===== src/rtl/fetch_pkg.sv =====
// Shared types and constants for the instruction fetch stage.
// Imported by the fetch FSM and its next-PC helper.
package fetch_pkg;

    typedef enum logic [1:0] {
        IDLE  = 2'd0,
        FETCH = 2'd1,
        ISSUE = 2'd2,
        HALT  = 2'd3
    } fetch_state_e;

    localparam logic [63:0] PC_INCR           = 64'd4;
    localparam logic [31:0] DEFAULT_HALT_WORD = 32'h0000_0000;
    localparam int          OPCODE_MSB        = 31;
    localparam int          OPCODE_LSB        = 21;

endpackage


===== src/rtl/next_pc_calc.sv =====
// Combinational branch decision and next-PC select.
// The immediate is a word offset, so it is scaled by 4 before the add.
module next_pc_calc
    import fetch_pkg::*;
(
    input  logic [63:0] pc,
    input  logic [63:0] branchImm,
    input  logic        unconditionalBranch,
    input  logic        conditionalBranch,
    input  logic        zero,
    output logic [63:0] nextPc
);

    logic taken;

    // An unconditional branch wins regardless of the zero flag.
    assign taken  = unconditionalBranch | (conditionalBranch & zero);
    assign nextPc = taken ? (pc + (branchImm << 2)) : (pc + PC_INCR);

endmodule


===== src/rtl/instruction_fetch.sv =====
// Fetch stage: owns the PC, fetches words over a req/ready handshake and holds
// each word for the decoder until execution acknowledges it.
module instruction_fetch
    import fetch_pkg::*;
#(
    parameter logic [63:0] PC_RESET  = 64'h0,
    parameter logic [31:0] HALT_WORD = DEFAULT_HALT_WORD
) (
    input  logic         CLK,
    input  logic         Reset_L,
    output logic         imem_req,
    output logic [63:0]  imem_addr,
    input  logic         imem_ready,
    input  logic [31:0]  imem_rdata,
    output logic [31:0]  instruction,
    output logic [10:0]  opcode,
    output logic         instr_valid,
    output logic [63:0]  pc,
    input  logic         exec_ack,
    input  logic         unconditionalBranch,
    input  logic         conditionalBranch,
    input  logic         zero,
    input  logic [63:0]  branchImm,
    output logic         halted,
    output logic [31:0]  retired,
    output fetch_state_e fsmState
);

    // Handshakes: a memory transfer completes on the rising edge where
    // imem_req and imem_ready are both high; an instruction retires on the
    // rising edge where instr_valid and exec_ack are both high. imem_ready and
    // exec_ack are don't-care whenever the matching request/valid is low.

    fetch_state_e state, nextState;
    logic [63:0]  nextPc;
    logic         fetchDone;
    logic         issueDone;

    next_pc_calc u_next_pc_calc (
        .pc                  (pc),
        .branchImm           (branchImm),
        .unconditionalBranch (unconditionalBranch),
        .conditionalBranch   (conditionalBranch),
        .zero                (zero),
        .nextPc              (nextPc)
    );

    assign fetchDone = (state == FETCH) && imem_ready;
    assign issueDone = (state == ISSUE) && exec_ack;

    always_ff @(posedge CLK or negedge Reset_L) begin
        if (!Reset_L) begin
            state <= IDLE;
        end else begin
            state <= nextState;
        end
    end

    always_comb begin
        nextState   = state;
        imem_req    = 1'b0;
        instr_valid = 1'b0;
        halted      = 1'b0;
        case (state)
            IDLE: begin
                nextState = FETCH;
            end
            FETCH: begin
                imem_req = 1'b1;
                if (imem_ready) begin
                    nextState = (imem_rdata == HALT_WORD) ? HALT : ISSUE;
                end
            end
            ISSUE: begin
                instr_valid = 1'b1;
                if (exec_ack) begin
                    nextState = FETCH;
                end
            end
            HALT: begin
                halted = 1'b1;
            end
            default: begin
                nextState = IDLE;
            end
        endcase
    end

    always_ff @(posedge CLK or negedge Reset_L) begin
        if (!Reset_L) begin
            pc          <= PC_RESET;
            instruction <= 32'h0;
            retired     <= 32'h0;
        end else begin
            if (fetchDone) begin
                instruction <= imem_rdata;
            end
            if (issueDone) begin
                pc      <= nextPc;
                retired <= retired + 32'd1;
            end
        end
    end

    assign imem_addr = pc;
    assign opcode    = instruction[OPCODE_MSB:OPCODE_LSB];
    assign fsmState  = state;

endmodule


===== config.mk =====
export PLATFORM = sky130hd
export DESIGN_NAME = instruction_fetch
export DESIGN_NICKNAME = d
export VERILOG_FILES = /design/src/rtl/fetch_pkg.sv /design/src/rtl/next_pc_calc.sv /design/src/rtl/instruction_fetch.sv
export SDC_FILE = /design/constraint.sdc
export NUM_CORES = 1
export LEC_CHECK = 0
export CAP_MARGIN = 20
export CORE_MARGIN = 5
export CORE_UTILIZATION = 48
export DETAILED_ROUTE_END_ITERATION = 8
export GPL_TIMING_DRIVEN = 0
export PLACE_DENSITY = 0.83
export REMOVE_ABC_BUFFERS = 1
export SLEW_MARGIN = 20
export SYNTH_ARGS = -nofsm -noshare
export SYNTH_HDL_FRONTEND = slang
export SYNTH_SLANG_ARGS = --single-unit

===== constraint.sdc =====
create_clock -name CLK -period 4.12 [get_ports CLK]
set_clock_uncertainty 0.15 [all_clocks]
set_input_delay 0.824 -clock CLK [delete_from_list [all_inputs] [get_ports CLK]]
set_output_delay 0.824 -clock CLK [all_outputs]
set_load 0.1 [all_outputs]

==> impl_metrics.json <==
{
  "cts_tree": "yes",
  "layout_min_cycle_time_ns": 3.96,
  "sink_count": 128,
  "wirelength_met1_um": 12200,
  "path_max_fanout": 14,
  "die_x_extent_um": 151,
  "ctsRootBufferMaster": "sky130_fd_sc_hd__clkbuf_16",
  "met2RoutedLength_um": 14500,
  "area_growth_pct": 37.6,
  "netlist_area_um2": 9540,
  "syn_inst": 1087,
  "finalHoldViolCount": 0,
  "hp-class": "in -> async",
  "most_instantiated_cells_after_synthesis": "128 x sky130_fd_sc_hd__dfrtp_1, 126 x sky130_fd_sc_hd__nand2_1, 80 x sky130_fd_sc_hd__o21ai_0, 77 x sky130_fd_sc_hd__buf_4, 75 x sky130_fd_sc_hd__a21oi_1",
  "whs_ns": 0.175,
  "fillCellCount": 1586,
  "setup_violations_final": 0,
  "yosysWarningCount": 0,
  "r2r_start": "imem_addr[2]",
  "ctsLongestPathBuffers": 2,
  "outcome": "complete, no violations",
  "setup.worst_path.class": "in -> reg",
  "synth_area_leaders": "sky130_fd_sc_hd__dfrtp_1 34%, sky130_fd_sc_hd__ha_1 8.1%, sky130_fd_sc_hd__buf_4 6.1%, sky130_fd_sc_hd__nand2_1 5.0%, sky130_fd_sc_hd__o21ai_0 4.2%",
  "track_usage": 0.252,
  "slew_headroom": 0.292,
  "vias_per_cell": 5.60,
  "htree_levels": 4,
  "worst-slew-pin-transition_ns": 1.06,
  "crit_arrival_ns": 4.16,
  "first_global_vias": 8827,
  "ys_async_sr_fraction": 1.00,
  "core_region_area_um2": 19500,
  "route.detailed.wl_per_inst_um": 18.5,
  "floorplan.die.height_um": 151,
  "maxUsedRoutingLayer": "met4",
  "clkLatencyLatePin_ns": 0.42,
  "num_antenna_cells": 0,
  "antenna_left": 0,
  "drive_above_1_share": 0.0886,
  "synthDominantAreaCellType": "sky130_fd_sc_hd__dfrtp_1",
  "gp_routability_congestion": 0.901,
  "critical_path.endpoint_type": "flip-flop",
  "netlist-cell-type-count": 71,
  "setup.reg_to_reg.worst_slack_ns": 0.77,
  "synth-seq-area-share": 0.336,
  "total_via_count_after_detailed_routing": 8883,
  "startpoint_type": "input port",
  "totalWireLength_um": 29300,
  "r2r_end": "imem_addr[60]",
  "synthMostInstantiatedCell": "sky130_fd_sc_hd__dfrtp_1",
  "area.sequential_um2": 3200,
  "detailroute.wirelength.met3_um": 2050,
  "final_nets": 1473,
  "clk_pin_slew_ns": 0.07,
  "synth_edf_count": 0,
  "post-route-drc-count": 0,
  "worst-r2r-cell-count": 13,
  "grt_setup_unrepaired": "no",
  "global_route.overflow_total": 0,
  "die_area_um2": 22800,
  "post_route_fraction_of_the_period_consumed_by_the_critical_path": 0.960,
  "synthDominantCellAreaShare": 0.336,
  "drv_cap": 0,
  "average_size_of_a_mapped_cell_um2": 8.78,
  "port_buffers": 304,
  "global_route_wire_length_before_repair_um": 45700,
  "dpl_cell_area_um2": 12300,
  "stdcell_area_um2": 13100,
  "antenna_found_initial": 0,
  "footprint_of_the_multi_input_gates_um2": 5700,
  "std_cell_rows": 51,
  "timing_max_transition_violations_final": 0,
  "number_of_iterations_in_the_first_detailed_routing_pass": 5,
  "cts_buffers": 17,
  "io_pins": 311,
  "synth-seq-cells": 128,
  "synth_top_flop_cell": "sky130_fd_sc_hd__dfrtp_1",
  "timing.critical_path.required_ns": 4.32,
  "drt_iter0_markers": 440,
  "grt_start_max_net_pins": 78,
  "floorplan.initialDensity": 0.489,
  "fmax_mhz": 253,
  "detailedPlacementHpwl_um": 22300
}
[cell usage in the layout (no fill, tap or decap), types with 33 or more instances in the layout]
cell type                         Yosys  final
sky130_fd_sc_hd__nor2_1              61     61
sky130_fd_sc_hd__a21oi_1             75     75
sky130_fd_sc_hd__xnor2_1             41     41
sky130_fd_sc_hd__nand2_1            126    124
sky130_fd_sc_hd__mux2_2              33     33
sky130_fd_sc_hd__a21o_1              34     33
sky130_fd_sc_hd__dfrtp_1            128    128
sky130_fd_sc_hd__and2_1              62     62
sky130_fd_sc_hd__ha_1                62     54
sky130_fd_sc_hd__clkdlybuf4s50_1      0    300
sky130_fd_sc_hd__o21ai_0             80     77
[metal layers]
layer	vias up	GRT usage
li1	4251	-
met1	4278	0.317
met2	318	0.439
met3	36	0.0575
met4	0	0.0585
met5	-	0
[final cells by class]
cell class / instances / share of cell area
Timing Repair Buffer: 314 / 0.242
Clock inverter: 15 / 0.0151
Clock buffer: 17 / 0.0324
Inverter: 24 / 0.00686
Multi-Input combinational cell: 822 / 0.434
Sequential cell: 128 / 0.244
Tap cell: 265 / 0.0252
[flip-flops by register name, summed over array words and instances (netlist names)]
signal and count:
fsmState 2, imem_addr 62, instruction 32, retired 32
[logic make-up (layout without fill, tap and decap cells)]
family	after synthesis	in the layout	share of synthesized area
simple gates	354	354	0.182
compound gates	291	292	0.203
buf+inv	141	370	0.0861
flops	128	128	0.336
xor+xnor	73	73	0.0670
fa+ha+maj	63	63	0.0834
mux	36	36	0.0421
other cells	1	4	0.000393
[repair_timing]
item,CTS,global route
hold buffers,0,0
buffers inserted,4,3
pin swaps,9,4
setup endpoints to repair,34,30
cloned,1,0
endpoints found under the hold margin,0,0
resized for setup,16,19
[how the worst max path moves through the flow]
stage                      startpoint       endpoint  cells after the start
global route                     zero  imem_addr[57]                     14
finish                           zero  imem_addr[51]                     16
floorplan                 fsmState[1]  imem_addr[57]                      6
CTS                              zero  imem_addr[60]                     15
global placement              Reset_L  imem_addr[15]                      1
detailed placement  conditionalBranch  imem_addr[60]                     13
[per-stage QoR]
stage / setup WS (ns) / cells / util / TNS, ns
3_5_place_dp: -1.04 / 1545 / 0.630 / -28.93
4_1_cts: -0.00749 / 1582 / 0.669 / -0.00749
5_1_grt: 0.0134 / 1585 / 0.673 / 0
2_1_floorplan: -1.54 / 973 / - / -76.48
3_3_place_gp: -3.24 / 1542 / 0.625 / -493.31
6_report: 0.164 / 1585 / 0.673 / 0
[worst max-delay path: stages]
cell                       delay [ns]
sky130_fd_sc_hd__clkbuf_2        0.15
sky130_fd_sc_hd__a21o_4          0.27
sky130_fd_sc_hd__buf_12          0.15
sky130_fd_sc_hd__nand2_1         0.11
sky130_fd_sc_hd__inv_1           0.05
sky130_fd_sc_hd__ha_1            0.28
sky130_fd_sc_hd__a21oi_2         0.19
sky130_fd_sc_hd__o211ai_2        0.17
sky130_fd_sc_hd__a211oi_4        0.45
sky130_fd_sc_hd__nor4_4          0.10
sky130_fd_sc_hd__o211ai_4        0.29
sky130_fd_sc_hd__a211oi_4        0.13
sky130_fd_sc_hd__buf_4           0.16
sky130_fd_sc_hd__o21ai_2         0.24
sky130_fd_sc_hd__or4b_1          0.47
sky130_fd_sc_hd__nand3_1         0.10
Power is not shown: default switching activity piles up to over one toggle a cycle in this logic, so the estimate is an artifact.
